**src/rtl/pc_predict_gen.sv**
```systemverilog
// Fetch-address generator: statically predicts JAL, backward branches and returns (via a
// circular return-address stack) and queues pre-decoded instructions toward register read.
module pc_predict_gen #(
    parameter int unsigned XLEN       = 32,
    parameter int unsigned RAS_DEPTH  = 4,
    parameter int unsigned FIFO_DEPTH = 2
) (
    input  logic            clk,
    input  logic            rst_n,
    input  logic [XLEN-1:0] start_address,
    output logic            fetch_req_o,
    output logic [XLEN-1:0] fetch_pc_o,
    input  logic [31:0]     instr_i,
    input  logic            instr_valid_i,
    output logic            instr_ready_o,
    output logic            out_valid_o,
    input  logic            out_ready_i,
    output logic [31:0]     out_instr_o,
    output logic [XLEN-1:0] out_pc_o,
    output logic            out_pred_taken_o,
    output logic [XLEN-1:0] out_pred_target_o,
    input  logic            flush_i,
    input  logic [XLEN-1:0] flush_pc_i
);
    localparam int unsigned RAW = $clog2(RAS_DEPTH);
    localparam int unsigned FAW = $clog2(FIFO_DEPTH);
    localparam logic [RAW:0] RAS_FULL  = (RAW + 1)'(RAS_DEPTH);
    localparam logic [FAW:0] FIFO_FULL = (FAW + 1)'(FIFO_DEPTH);

    localparam logic [1:0] ST_RESET = 2'd0;
    localparam logic [1:0] ST_INIT  = 2'd1;
    localparam logic [1:0] ST_RUN   = 2'd2;

    localparam logic [6:0] OP_JAL    = 7'b1101111;
    localparam logic [6:0] OP_JALR   = 7'b1100111;
    localparam logic [6:0] OP_BRANCH = 7'b1100011;

    logic [1:0]      r_state;
    logic [XLEN-1:0] r_pc;
    logic [XLEN-1:0] r_ras [RAS_DEPTH];
    logic [RAW-1:0]  r_ras_top;
    logic [RAW:0]    r_ras_cnt;
    logic [31:0]     r_fifo_instr  [FIFO_DEPTH];
    logic [XLEN-1:0] r_fifo_pc     [FIFO_DEPTH];
    logic            r_fifo_taken  [FIFO_DEPTH];
    logic [XLEN-1:0] r_fifo_target [FIFO_DEPTH];
    logic [FAW-1:0]  r_wr_idx;
    logic [FAW-1:0]  r_rd_idx;
    logic [FAW:0]    r_fifo_cnt;

    logic [6:0]      w_opcode;
    logic [4:0]      w_rd;
    logic [4:0]      w_rs1;
    logic            w_rd_link;
    logic            w_rs1_link;
    logic            w_is_jal;
    logic            w_is_jalr;
    logic            w_is_branch;
    logic [XLEN-1:0] w_j_imm;
    logic [XLEN-1:0] w_b_imm;
    logic [XLEN-1:0] w_pc_plus4;
    logic [XLEN-1:0] w_ras_top_val;
    logic [XLEN-1:0] w_target;
    logic            w_taken;
    logic            w_ras_pop;
    logic            w_ras_push;
    logic [RAW-1:0]  w_ras_top_popped;
    logic [RAW-1:0]  w_ras_top_nxt;
    logic [RAW:0]    w_ras_cnt_popped;
    logic [RAW:0]    w_ras_cnt_nxt;
    logic            w_run;
    logic            w_fifo_full;
    logic            w_accept;
    logic            w_fifo_pop;

    // Gating with rst_n keeps every output quiet during the reset cycle itself.
    assign w_run       = rst_n & (r_state == ST_RUN);
    assign w_fifo_full = (r_fifo_cnt == FIFO_FULL);

    assign fetch_req_o   = w_run;
    assign fetch_pc_o    = w_run ? r_pc : '0;
    assign instr_ready_o = w_run & ~w_fifo_full & ~flush_i;
    assign w_accept      = instr_valid_i & instr_ready_o;

    assign out_valid_o       = rst_n & (r_fifo_cnt != '0);
    assign w_fifo_pop        = out_valid_o & out_ready_i;
    assign out_instr_o       = out_valid_o ? r_fifo_instr[r_rd_idx]  : '0;
    assign out_pc_o          = out_valid_o ? r_fifo_pc[r_rd_idx]     : '0;
    assign out_pred_taken_o  = out_valid_o & r_fifo_taken[r_rd_idx];
    assign out_pred_target_o = out_valid_o ? r_fifo_target[r_rd_idx] : '0;

    assign w_opcode    = instr_i[6:0];
    assign w_rd        = instr_i[11:7];
    assign w_rs1       = instr_i[19:15];
    assign w_rd_link   = (w_rd == 5'd1) | (w_rd == 5'd5);
    assign w_rs1_link  = (w_rs1 == 5'd1) | (w_rs1 == 5'd5);
    assign w_is_jal    = (w_opcode == OP_JAL);
    assign w_is_jalr   = (w_opcode == OP_JALR);
    assign w_is_branch = (w_opcode == OP_BRANCH);

    assign w_j_imm = {{(XLEN - 20){instr_i[31]}}, instr_i[19:12], instr_i[20], instr_i[30:21],
                      1'b0};
    assign w_b_imm = {{(XLEN - 12){instr_i[31]}}, instr_i[7], instr_i[30:25], instr_i[11:8],
                      1'b0};
    assign w_pc_plus4    = r_pc + XLEN'(4);
    assign w_ras_top_val = r_ras[r_ras_top - RAW'(1)];

    // A call that is also a return (rs1 != rd, both link registers) pops before it pushes.
    assign w_ras_pop  = w_is_jalr & w_rs1_link & ((w_rd == 5'd0) | (w_rd_link & (w_rs1 != w_rd)))
                        & (r_ras_cnt != '0);
    assign w_ras_push = (w_is_jal | w_is_jalr) & w_rd_link;

    assign w_ras_top_popped = w_ras_pop ? r_ras_top - RAW'(1) : r_ras_top;
    assign w_ras_cnt_popped = w_ras_pop ? r_ras_cnt - (RAW + 1)'(1) : r_ras_cnt;
    assign w_ras_top_nxt    = w_ras_push ? w_ras_top_popped + RAW'(1) : w_ras_top_popped;
    assign w_ras_cnt_nxt    = (w_ras_push && (w_ras_cnt_popped != RAS_FULL)) ?
                              w_ras_cnt_popped + (RAW + 1)'(1) : w_ras_cnt_popped;

    always_comb begin
        w_taken  = 1'b0;
        w_target = w_pc_plus4;
        if (w_is_jal) begin
            w_taken  = 1'b1;
            w_target = r_pc + w_j_imm;
        end else if (w_is_jalr && w_ras_pop) begin
            w_taken  = 1'b1;
            w_target = w_ras_top_val;
        end else if (w_is_branch && instr_i[31]) begin
            w_taken  = 1'b1;
            w_target = r_pc + w_b_imm;
        end
    end

    always_ff @(posedge clk) begin
        if (!rst_n) begin
            r_state    <= ST_RESET;
            r_pc       <= '0;
            r_ras_top  <= '0;
            r_ras_cnt  <= '0;
            r_wr_idx   <= '0;
            r_rd_idx   <= '0;
            r_fifo_cnt <= '0;
        end else begin
            case (r_state)
                ST_RESET: r_state <= ST_INIT;
                ST_INIT: begin
                    r_pc    <= start_address;
                    r_state <= ST_RUN;
                end
                ST_RUN: begin
                    if (flush_i) begin
                        r_pc       <= flush_pc_i;
                        r_wr_idx   <= '0;
                        r_rd_idx   <= '0;
                        r_fifo_cnt <= '0;
                    end else begin
                        if (w_accept) begin
                            r_pc      <= w_target;
                            r_ras_top <= w_ras_top_nxt;
                            r_ras_cnt <= w_ras_cnt_nxt;
                            r_wr_idx  <= r_wr_idx + FAW'(1);
                        end
                        if (w_fifo_pop) begin
                            r_rd_idx <= r_rd_idx + FAW'(1);
                        end
                        if (w_accept && !w_fifo_pop) begin
                            r_fifo_cnt <= r_fifo_cnt + (FAW + 1)'(1);
                        end else if (!w_accept && w_fifo_pop) begin
                            r_fifo_cnt <= r_fifo_cnt - (FAW + 1)'(1);
                        end
                    end
                end
                default: r_state <= ST_RESET;
            endcase
        end
    end

    always_ff @(posedge clk) begin
        if (w_accept) begin
            r_fifo_instr[r_wr_idx]  <= instr_i;
            r_fifo_pc[r_wr_idx]     <= r_pc;
            r_fifo_taken[r_wr_idx]  <= w_taken;
            r_fifo_target[r_wr_idx] <= w_target;
            if (w_ras_push) begin
                r_ras[w_ras_top_popped] <= w_pc_plus4;
            end
        end
    end
endmodule

```
**config.mk**
```make
export PLATFORM = sky130hd
export DESIGN_NAME = pc_predict_gen
export DESIGN_NICKNAME = d
export VERILOG_FILES = /design/src/rtl/pc_predict_gen.sv
export SDC_FILE = /design/constraint.sdc
export NUM_CORES = 1
export LEC_CHECK = 0
export CAP_MARGIN = 20
export CELL_PAD_IN_SITES_DETAIL_PLACEMENT = 0
export CELL_PAD_IN_SITES_GLOBAL_PLACEMENT = 2
export CORE_MARGIN = 8
export CORE_UTILIZATION = 41
export DETAILED_ROUTE_END_ITERATION = 12
export PLACE_DENSITY = 0.86
export SETUP_SLACK_MARGIN = 0.3
export SLEW_MARGIN = 20
export SYNTH_ARGS = -nofsm -noshare
export SYNTH_HDL_FRONTEND = slang
export SYNTH_SLANG_ARGS = --single-unit
```
**constraint.sdc**
```tcl
create_clock -name clk -period 17.88 [get_ports clk]
set_clock_uncertainty 0.15 [all_clocks]
set_input_delay 5.364 -clock clk [delete_from_list [all_inputs] [get_ports clk]]
set_output_delay 5.364 -clock clk [all_outputs]
set_load 0.01 [all_outputs]
```
### Word level (Yosys, flattened, before mapping)

Memory sizes are Yosys's and may differ from the RTL's. A register that Yosys moved wholly into a read port is not among the register bits.
Cells that the tools add are included.

* register bits: 43
* RAM bits: 322
* input port bits: 101
* output and inout port bits: 132
* logic and storage cells: 112
* memories kept: 5

* $add $sub $neg: 11
* equal/unequal tests: 13
* muxes and demuxes: 38
* bitwise operators: 18
* reductions and logical operators: 20

Memory list
* r_ras: words 4, bits a word 32, read ports 1, clocked after memory_dff 0, wr ports 1, RTL line 40 `logic [XLEN-1:0] r_ras [RAS_DEPTH];`
* r_fifo_instr: words 2, bits a word 32, read ports 1, clocked after memory_dff 1, wr ports 1, RTL line 43 `logic [31:0] r_fifo_instr [FIFO_DEPTH];`
* r_fifo_pc: words 2, bits a word 32, read ports 1, clocked after memory_dff 1, wr ports 1, RTL line 44 `logic [XLEN-1:0] r_fifo_pc [FIFO_DEPTH];`
* r_fifo_target: words 2, bits a word 32, read ports 1, clocked after memory_dff 1, wr ports 1, RTL line 46 `logic [XLEN-1:0] r_fifo_target [FIFO_DEPTH];`
* r_fifo_taken: words 2, bits a word 1, read ports 1, clocked after memory_dff 1, wr ports 1, RTL line 45 `logic r_fifo_taken [FIFO_DEPTH];`

Operator list (count)
* 2-to-1 mux 32 bit: 9
* adder 32 bit: 2
* one-hot mux 32 bit (2 select lines): 1
* adder 32 x 3 -> 32 bit, second input constant: 1
* == test 7 bit, second input constant: 3
* 2-to-1 mux 1 bit: 20
* AND 1 bit: 12
* == test 5 x 1 -> 1 bit, second input constant: 2
* == test 5 x 3 -> 1 bit, second input constant: 2
* 2-to-1 mux 2 bit: 5
* AND reduction 2 bit: 4
* nonzero test 2 bit: 4
* 2-to-1 mux 3 bit: 2
* inequality test 3 bit, second input constant: 2
* one-hot mux 2 bit (3 select lines): 1
* nonzero test 3 bit: 2
* logical AND 1 bit: 5
* zero test 5 bit: 1
* inequality test 5 bit: 1
* adder 2 x 1 -> 2 bit, second input constant: 2
* == test 2 bit, second input constant: 2
* OR 1 bit: 4
* subtractor 2 x 1 -> 2 bit, second input constant: 2
* adder 3 x 1 -> 3 bit, second input constant: 1
* other kinds (7): 10

### Depth between registers and ports, before layout

Gate-level depths: netlist of the first run.

* word-level depth: 12
* depth in mapped cells: 15
* mapped depth without buffers: 14

### Worst setup path before layout of the first run

No wires, ideal clock.

* path type: input port to output port
* from: input port rst_n
* to: output port out_pred_target_o[11]
* arrival: 6.466 ns
* data required time: 12.366 ns
* setup slack: 5.900 ns
* stages on the path: 5
* buffers on the path: 3
* cell sequence: clkbuf_1 > o21ai_1 > clkbuf_1 > buf_1 > nor2_1

* word-level cells in the longest chain between the ends: 2

Ends and longest elaborated chain
* start: declaration: RTL line 9 `input logic rst_n,`
* AND 1 bit: RTL line 85 `assign out_valid_o = rst_n & (r_fifo_cnt != '0);`
* 2-to-1 mux 32 bit: RTL line 90 `assign out_pred_target_o = out_valid_o ? r_fifo_target[r_rd_idx] : '0;`
* end: declaration: RTL line 21 `output logic [XLEN-1:0] out_pred_target_o,`

Every way passes these cells.

### Worst setup path in the final report of the first run

* from: input port rst_n
* to: output port instr_ready_o

* word-level cells in the longest chain between the ends: 3

Ends and longest elaborated chain
* AND 1 bit: RTL line 77 `assign w_run = rst_n & (r_state == ST_RUN);`
* AND 1 bit (2 in series): RTL line 82 `assign instr_ready_o = w_run & ~w_fifo_full & ~flush_i;`
* end: declaration: RTL line 15 `output logic instr_ready_o,`

Every way passes these cells.

==> results of run 1 <==
==> logic make-up after synthesis <==
family,Yosys count
AND/OR/NAND/NOR,503
flip-flops,366
AO/OA/AOI/OAI,354
multiplexers,146
buffers and inverters,129
XOR/XNOR,71
adder cells (fa/ha/maj),54
==> power groups by stage <==
stage | clock network, uW | logic (uW) | registers (uW)
floorplan | 0 | 227 | 997
global placement | 0 | 337 | 1020
detailed placement | 0 | 340 | 1020
CTS | 815 | 342 | 999
global route | 846 | 377 | 1000
finish | 798 | 348 | 1000
==> routing by layer <==
metal	global-route usage	up-vias	wire (um)
met1	0.318	7103	28000
met2	0.341	525	27800
li1	-	6611	-
met4	0.0502	0	1100
met3	0.0418	68	4640
met5	0	-	0
==> synthesized netlist by cell type (all sizes together) (5+ instances only) <==
cell     number
o211ai       16
a221o         7
and4          7
nand2        94
a21o         24
nand3        42
o221ai       13
nand2b       17
or3          14
inv          31
and2         15
clkbuf       74
mux2i       112
o21ai        75
nor3b         6
a311oi        6
xor2         25
and3         61
nor3         25
dfxtp        44
o31ai         9
o22ai        13
a211oi       16
nor2        176
nor2b         9
a22oi         5
o21a         10
ha           52
nor4          6
a31oi         7
xnor2        46
or2           5
o221a         7
nand4        18
o2111ai       9
mux4         32
a21oi        87
buf          23
edfxtp      322
==> per-stage QoR <==
step	util	area [um^2]	power [uW]	hold slack (ps)	instances
2_1_floorplan	-	19200	1220	281	1623
3_3_place_gp	0.476	22100	1350	308	2390
3_5_place_dp	0.476	22100	1360	328	2390
4_1_cts	0.503	23400	2160	339	2459
5_1_grt	0.503	23400	2230	356	2460
6_report	0.503	23400	2150	334	2462
==> final cells by class <==
class / instances / area [um^2]
clock buffers: 51 / 1040
diodes: 3 / 7.51
inverters: 32 / 120
multi-input cells: 1128 / 8170
well taps: 607 / 759
fillers: 4084 / 23100
flip-flops and latches: 366 / 10600
clock inverters: 18 / 226
repair buffers: 257 / 2500
==> state kept, by name, summed over array words and instances, names as in the netlist, named ones only <==
| register | flops |
|---|---|
| r_fifo_pc | 64 |
| r_ras_cnt | 3 |
| r_ras_top | 2 |
| r_rd_idx | 1 |
| r_fifo_cnt | 2 |
| r_fifo_instr | 64 |
| r_state | 2 |
| r_fifo_target | 64 |
| r_pc | 32 |
| r_fifo_taken | 2 |
| r_wr_idx | 1 |
| r_ras | 128 |
==> worst max-delay path by stage <==
stage,startpoint,endpoint,slack [ps],cells after the start
final,rst_n,instr_ready_o,4600,6
after global routing,rst_n,instr_ready_o,4470,6
after CTS,rst_n,instr_ready_o,4650,6
after detailed placement,rst_n,instr_ready_o,4650,6
after global placement,rst_n,instr_ready_o,4710,6
after floorplan,rst_n,out_pred_target_o[11],5900,5
==> impl_metrics.csv, run 1 <==
group,metric,value,unit
yosys,synthArstFlopShare,0,
global_routing,overflow,0,
detailed_routing,routedWlPerCell,25.0,um
detailed_routing,first_iter_violations,1289,
yosys,synth_area,0.0192,mm^2
yosys,synth-compound-area-share,0.129,
yosys,synth_fa_ha_area_frac,0.0359,
cts,htreeDepth,2,
global_routing,grt_pass1_wl,90100,um
worst_setup_path,startpoint_type,"input pin",
worst_setup_path,crit_required,12370,ps
worst_setup_path,r2r_end,"r_fifo_instr[0][23]$_DFFE_PP_",
cts,cts-root-buf,"clkbuf_16",
cts,cts_made_buffers,38,
finish,area_growth,21.5,%
detailed_routing,vias,14300,
sta,maxSlewViolCount,0,
sta,hold_violations,0,
cts,cts_num_sinks,366,
cts,cts_resized,0,
yosys,muxShareOfSynthArea,0.0969,
worst_setup_path,reg2reg_setup_slack,13570,ps
worst_hold_path,min_to,"r_state[0]$_SDFFE_PN0N_",
worst_hold_path,hold_path_depth,1,
yosys,synth_xor_area_frac,0.0323,
sta,setup_tns,0,ps
power_and_ir_drop,p_leak,0.00805,uW
yosys,ys.flop_type,"edfxtp_1",
yosys,syn_inst,1623,
power_and_ir_drop,intPower,1560,uW
global_routing,first_global_vias,14000,
worst_setup_path,end_kind,"output port",
worst_setup_path,reg2reg_from,"r_state[1]$_SDFFE_PN0N_",
cts,insertion_delay,570,ps
power_and_ir_drop,sequentialPowerShare,0.467,
worst_setup_path,path_buf_inv,5,
cts,hold_buffers,0,
sta,worst_slack,4600,ps
placed_design,portBuffers,232,
yosys,ys_warn_count,0,
die,rows,79,
sta,clock.fmax,75.3,MHz
finish,drive_gt1_frac,0.0880,
cts,cts_buffer_depth,3,
sta,fin_crit,13280,ps
worst_setup_path,path_common_cell,"buf_4",
die,start_util,0.414,
worst_setup_path,crit_family,"buffers and inverters",
yosys,synth_nets,1778,
die,core,0.0465,mm^2
worst_setup_path,crit_chain,"buf_2, buf_4, clkinv_1, buf_4, nor3_1, clkdlybuf4s50_1",
finish,layout_common_cells,"edfxtp_1, clkdlybuf4s50_1, nor2_1, mux2i_1, nand2_1",
worst_hold_path,hp-start,"r_state[1]$_SDFFE_PN0N_",
global_routing,grt_start_max_net_pins,99,
global_routing,grt_antenna_before_repair,2,
placed_design,place_ws,4650,ps
run,drv_cap,0,
sta,setup_viol,0,
sta,fin_crit_sh,0.743,
detailed_routing,wirelength,61600,um
worst_setup_path,cp_data_arrival_time,7770,ps
placed_design,hpwl,45200,um
worst_setup_path,slowest_stage,"clkdlybuf4s50_1",
power_and_ir_drop,swShare,0.272,
die,io_pins,233,
placed_design,place.gp.congestion,0.897,
yosys,synth_area_leaders,"edfxtp_1, mux2i_1, dfxtp_1",
cts,postCtsSetupBuffers,0,
yosys,synthSimpleGateAreaFrac,0.128,
sta,rsz0062_at_grt,"no",
detailed_routing,drtPass1Iterations,5,
detailed_routing,drc,0,
die,dieArea,0.0541,mm^2
worst_setup_path,slowest_delay,660,ps
detailed_routing,vias_per_cell,5.81,
yosys,yosys.area.top_type,"edfxtp_1",
cts,clk_pin_slew,60,ps
cts,tritoncts,"done",
yosys,ys_seq_area_frac,0.548,
yosys,synthDistinctLibCells,92,
finish,layout_commonest_cell,"edfxtp_1",
worst_setup_path,cp_max_fo,56,
yosys,synth_edf_count,322,
power_and_ir_drop,p_clk_frac,0.371,
global_routing,track_usage,0.220,
detailed_routing,ant_nets,0,
power_and_ir_drop,vdd_drop_max,53.6,uV
power_and_ir_drop,combPwrFrac,0.162,
yosys,synth-seq-cells,366,
run_status,status,"completed",
worst_setup_path,reg2reg_depth,6,
sta,slew_headroom,0.277,
yosys,yosysTopAreaCellShare,0.502,
die,fp.dieW,233,um
die,fp.dieH,233,um
yosys,avgSynthCellArea,11.9,um^2
power_and_ir_drop,switching_power,583,uW
worst_setup_path,critPathKind,"in -> out",
sta,worst_slew_pin_slew,1080,ps
finish,nets,1978,
worst_hold_path,hp-class,"reg -> reg",
yosys,synth_top_family_by_area,"compound AO/OA/AOI/OAI gates",
power_and_ir_drop,p_per_area,91.8,mW/mm^2
No activity file was read; power rests on OpenSTA's default activity.
==> run 2, diff against run 1 <==
--- a/config.mk
+++ b/config.mk
@@ -9,9 +9,9 @@
 export CELL_PAD_IN_SITES_DETAIL_PLACEMENT = 0
 export CELL_PAD_IN_SITES_GLOBAL_PLACEMENT = 2
 export CORE_MARGIN = 8
-export CORE_UTILIZATION = 41
+export CORE_UTILIZATION = 34
 export DETAILED_ROUTE_END_ITERATION = 12
-export PLACE_DENSITY = 0.86
+export PLACE_DENSITY = 0.76
 export SETUP_SLACK_MARGIN = 0.3
 export SLEW_MARGIN = 20
 export SYNTH_ARGS = -nofsm -noshare
==> constraint.sdc (replaced) <==
create_clock -name clk -period 11.3 [get_ports clk]
set_clock_uncertainty 0.15 [all_clocks]
set_input_delay 3.39 -clock clk [delete_from_list [all_inputs] [get_ports clk]]
set_output_delay 3.39 -clock clk [all_outputs]
set_load 0.01 [all_outputs]
==> run 2 against run 1 <==
Against the previous run:
- utilization shrank 8.4 points
- register-to-register slack worse by 6800 ps
- final cell count up 6.2%
- via count fell by 0.38%
- sequential power grew 58%
- final area rose by 0.82%
- global-route usage is 2.4 points lower
- critical endpoint unchanged
- largest power group unchanged
- highest routed layer unchanged
==> impl_metrics.csv, run 2 (synthesis results as in run 1) <==
group,metric,value,unit
global_routing,grt_antenna_before_repair,2,
run,drv_cap,0,
global_routing,first_global_vias,14000,
worst_setup_path,critPathKind,"in -> out",
worst_setup_path,r2r_end,"r_fifo_pc[0][27]$_DFFE_PP_",
detailed_routing,drc,0,
finish,nets,1983,
finish,area_growth,22.5,%
die,io_pins,233,
cts,cts-root-buf,"clkbuf_16",
detailed_routing,routedWlPerCell,24.8,um
worst_setup_path,reg2reg_from,"r_state[1]$_SDFFE_PN0N_",
sta,hold_violations,0,
cts,insertion_delay,570,ps
detailed_routing,vias,14300,
power_and_ir_drop,vdd_drop_max,88.5,uV
cts,hold_buffers,0,
sta,clock.fmax,107,MHz
worst_hold_path,min_to,"r_state[0]$_SDFFE_PN0N_",
worst_setup_path,reg2reg_setup_slack,6780,ps
placed_design,place.gp.congestion,0.877,
sta,setup_tns,0,ps
finish,layout_common_cells,"edfxtp_1, clkdlybuf4s50_1, nor2_1, mux2i_1, nand2_1",
power_and_ir_drop,p_total,3400,uW
global_routing,grt_pass1_wl,94400,um
global_routing,track_usage,0.196,
placed_design,place_ws,1970,ps
power_and_ir_drop,p_per_area,144,mW/mm^2
sta,fin_crit,9320,ps
detailed_routing,wirelength,64900,um
sta,hold_ws,325,ps
die,fp.dieH,254,um
cts,clk_pin_slew,60,ps
sta,rsz0062_at_grt,"no",
worst_hold_path,hold_path_depth,1,
die,start_util,0.343,
worst_setup_path,crit_cells,4,
worst_hold_path,hp-start,"r_state[1]$_SDFFE_PN0N_",
sta,setup_viol,0,
finish,largest_reg_flops,128,
sta,maxSlewViolCount,0,
cts,cts_buffer_depth,3,
power_and_ir_drop,p_leak,0.00806,uW
worst_setup_path,reg2reg_depth,6,
sta,worst_slack,1980,ps
worst_setup_path,startpoint_type,"input pin",
cts,cts_made_buffers,39,
placed_design,placed_area,0.0223,mm^2
detailed_routing,drtPass1Iterations,7,
finish,drive_gt1_frac,0.0915,
detailed_routing,vias_per_cell,5.45,
run_status,status,"completed",
worst_setup_path,path_buf_inv,3,
cts,htreeDepth,2,
finish,layout_commonest_cell,"edfxtp_1",
worst_setup_path,end_kind,"output port",
die,dieArea,0.0645,mm^2
sta,slew_headroom,0.301,
sta,worst_slew_pin_slew,1050,ps
global_routing,grt_start_max_net_pins,69,
placed_design,hpwl,48100,um
worst_setup_path,cp_max_fo,27,
worst_hold_path,hp-class,"reg -> reg",
worst_setup_path,slowest_stage,"clkdlybuf4s50_1",
worst_setup_path,crit_chain,"buf_2, clkinv_1, nor3_1, clkdlybuf4s50_1",
worst_setup_path,crit_required,7760,ps
worst_setup_path,cp_data_arrival_time,5780,ps
finish,design_area,0.0236,mm^2
cts,tritoncts,"done",
placed_design,portBuffers,232,
cts,cts_num_sinks,366,
die,rows,87,
finish,largest-register,"r_ras",
detailed_routing,ant_nets,0,
worst_setup_path,slowest_delay,700,ps
global_routing,overflow,0,
die,core,0.0562,mm^2
detailed_routing,first_iter_violations,1071,
die,fp.dieW,254,um
cts,cts_resized,0,
sta,fin_crit_sh,0.825,
worst_setup_path,crit_family,"buffers and inverters",
cts,postCtsSetupBuffers,0,
==> run 2: where the power goes <==
group	total, uW	internal, uW	switching [uW]
registers	1580	1520	54.8
clock network	1260	723	534
logic	562	209	353
total	3400	2450	942
==> run 2: cell type report <==
class,instances,area [um^2]
Fill cell,5364,32600
Sequential cell,366,10600
Multi-Input combinational cell,1128,8160
Timing Repair Buffer,261,2530
Clock buffer,46,1020
Tap cell,756,946
Clock inverter,25,229
Inverter,32,120
Antenna cell,1,2.50
==> run 2: worst max-delay path by stage <==
| stage | start | endpoint | slack [ps] |
|---|---|---|---|
| after global placement | rst_n | instr_ready_o | 2050 |
| after detailed placement | rst_n | instr_ready_o | 1970 |
| final | rst_n | instr_ready_o | 1980 |
| after global routing | rst_n | instr_ready_o | 1880 |
| after floorplan | rst_n | r_fifo_instr[0][0]$_DFFE_PP_ | 2070 |
| after CTS | rst_n | instr_ready_o | 1970 |
==> run 2: metal layers <==
| layer | vias up | part of all wire | routed length, um | track usage |
|---|---|---|---|---|
| met5 | - | 0 | 0 | 0 |
| met4 | 0 | 0.013 | 870 | 0.0376 |
| li1 | 6607 | - | - | - |
| met1 | 7184 | 0.48 | 31000 | 0.285 |
| met2 | 411 | 0.45 | 29400 | 0.311 |
| met3 | 51 | 0.056 | 3600 | 0.0285 |
==> run 2: per-stage QoR <==
| step | instances | utilization |
|---|---|---|
| after floorplan | 1623 | - |
| after global placement | 2543 | 0.397 |
| after detailed placement | 2543 | 0.397 |
| after CTS | 2614 | 0.420 |
| after global routing | 2614 | 0.420 |
| final | 2615 | 0.420 |
==> run 3, diff against run 2 <==
--- a/config.mk
+++ b/config.mk
@@ -9,9 +9,9 @@
 export CELL_PAD_IN_SITES_DETAIL_PLACEMENT = 0
 export CELL_PAD_IN_SITES_GLOBAL_PLACEMENT = 2
 export CORE_MARGIN = 8
-export CORE_UTILIZATION = 34
+export CORE_UTILIZATION = 38
 export DETAILED_ROUTE_END_ITERATION = 12
-export PLACE_DENSITY = 0.76
+export PLACE_DENSITY = 0.81
 export SETUP_SLACK_MARGIN = 0.3
 export SLEW_MARGIN = 20
 export SYNTH_ARGS = -nofsm -noshare
==> constraint.sdc (replaced) <==
create_clock -name clk -period 9.3 [get_ports clk]
set_clock_uncertainty 0.15 [all_clocks]
set_input_delay 2.79 -clock clk [delete_from_list [all_inputs] [get_ports clk]]
set_output_delay 2.79 -clock clk [all_outputs]
set_load 0.01 [all_outputs]
==> run 3 against run 2 <==
Against the previous run:
- non-clock buffer count rose by 2
- clock power rose by 22%
- worst setup slack worse by 490 ps
- final cell count is 3.0% lower
- die area is 9.9% lower
- sequential share of layout area increased by 0.11 points
- worst hold slack better by 8.6 ps
- combinational power rose by 20%
==> impl_metrics.csv, run 3 (synthesis results as in run 1) <==
group,metric,value,unit
run_status,status,"completed",
detailed_routing,ant_nets,0,
die,rows,82,
detailed_routing,routedWlPerCell,25.2,um
die,fp.dieH,241,um
worst_setup_path,cp_max_fo,14,
sta,worst_slew_pin_slew,1050,ps
global_routing,track_usage,0.212,
cts,postCtsSetupBuffers,0,
die,start_util,0.384,
worst_setup_path,critPathKind,"in -> out",
die,io_pins,233,
cts,cts_buffer_depth,3,
power_and_ir_drop,vdd_drop_max,121,uV
worst_setup_path,crit_required,6360,ps
finish,layout.cells.non_filler,2536,
placed_design,portBuffers,232,
worst_setup_path,startpoint_type,"input pin",
sta,hold_violations,0,
global_routing,grt_antenna_before_repair,5,
worst_setup_path,end_kind,"output port",
cts,tritoncts,"done",
cts,htreeDepth,2,
worst_hold_path,hp-class,"reg -> reg",
sta,fin_crit_sh,0.839,
placed_design,dp.cells,2461,
finish,design_area,0.0235,mm^2
cts,insertion_delay,570,ps
finish,largest_reg_flops,128,
detailed_routing,vias_per_cell,5.67,
detailed_routing,first_iter_violations,1233,
finish,layout_common_cells,"edfxtp_1, clkdlybuf4s50_1, nor2_1, mux2i_1, nand2_1",
placed_design,place.gp.congestion,0.887,
global_routing,overflow,0,
die,dieArea,0.0581,mm^2
detailed_routing,drtPass1Iterations,5,
global_routing,first_global_vias,13700,
worst_setup_path,crit_family,"buffers and inverters",
power_and_ir_drop,p_per_area,176,mW/mm^2
worst_setup_path,cp_data_arrival_time,4870,ps
worst_setup_path,slowest_stage,"nor3_1",
sta,worst_slack,1490,ps
cts,hold_buffers,0,
placed_design,hpwl,47400,um
sta,setup_viol,0,
sta,fin_crit,7810,ps
sta,rsz0062_at_grt,"no",
detailed_routing,drc,0,
sta,setup_tns,0,ps
sta,clock.fmax,128,MHz
global_routing,grt_start_max_net_pins,75,
power_and_ir_drop,p_leak,0.00806,uW
finish,final_util,0.470,
die,fp.dieW,241,um
cts,cts_made_buffers,39,
detailed_routing,vias,14400,
run,drv_cap,0,
cts,cts_resized,0,
finish,layout_commonest_cell,"edfxtp_1",
finish,drive_gt1_frac,0.0935,
cts,cts-root-buf,"clkbuf_16",
finish,area_growth,22.2,%
detailed_routing,wirelength,63800,um
cts,clk_pin_slew,60,ps
die,core,0.0501,mm^2
sta,slew_headroom,0.298,
placed_design,placed_area,0.0222,mm^2
worst_setup_path,slowest_delay,670,ps
cts,cts_num_sinks,366,
worst_setup_path,crit_chain,"buf_2, clkinv_1, nor3_1, clkdlybuf4s50_1",
global_routing,grt_pass1_wl,91500,um
sta,maxSlewViolCount,0,
worst_setup_path,path_buf_inv,3,
placed_design,place_ws,1460,ps
finish,nets,1985,
finish,largest-register,"r_ras",
-- run 3: stage by stage --
stage | hold WS, ps | total power [uW]
detailed placement | 313 | 2620
global route | 385 | 4290
CTS | 324 | 4150
finish | 334 | 4130
floorplan | 281 | 2350
global placement | 308 | 2610
-- run 3: report_power, final --
part | switching, uW | leakage, uW | total [uW] | internal [uW]
clock | 654 | 0.000605 | 1540 | 884
sequential | 72.6 | 0.00331 | 1920 | 1850
combinational | 422 | 0.00415 | 676 | 254
-- run 3: layout make-up --
| cell class | instances | area (um^2) |
|---|---|---|
| antenna | 4 | 10.0 |
| clock buffer | 45 | 1030 |
| clock inverter | 26 | 235 |
| fill | 4608 | 26600 |
| inverter | 32 | 120 |
| multi-input combinational | 1128 | 8160 |
| sequential | 366 | 10600 |
| tap | 672 | 841 |
| timing repair buffer | 263 | 2560 |
-- run 3: path summary, 6_finish.rpt --
path              cells after the start  slack [ps]                     from                 endpoint
setup / recovery                      4        1490                    rst_n            fetch_pc_o[2]
hold / removal                        1         330  r_state[1]$_SDFFE_PN0N_  r_state[0]$_SDFFE_PN0N_
setup reg to reg                     10        4710  r_state[1]$_SDFFE_PN0N_    r_pc[30]$_SDFFE_PN0P_
hold reg to reg                       1         330  r_state[1]$_SDFFE_PN0N_  r_state[0]$_SDFFE_PN0N_
-- run 3: routing by layer --
metal / share of wire / track usage / up-vias
li1: - / - / 6632
met1: 0.46 / 0.302 / 7201
met2: 0.45 / 0.333 / 480
met5: 0.00020 / 0 / -
met3: 0.071 / 0.0389 / 72
met4: 0.018 / 0.0537 / 2
-- run 3: worst register-to-register path, stage by stage, from the launching register on --
cell      delay [ps]
dfxtp_1          370
nor2b_4          250
buf_4            510
nand2b_1         230
nor3_1           430
nand2_1          660
nand3_2          970
nand3_1          280
or2_2            350
a311oi_1         210
nor2_1            60
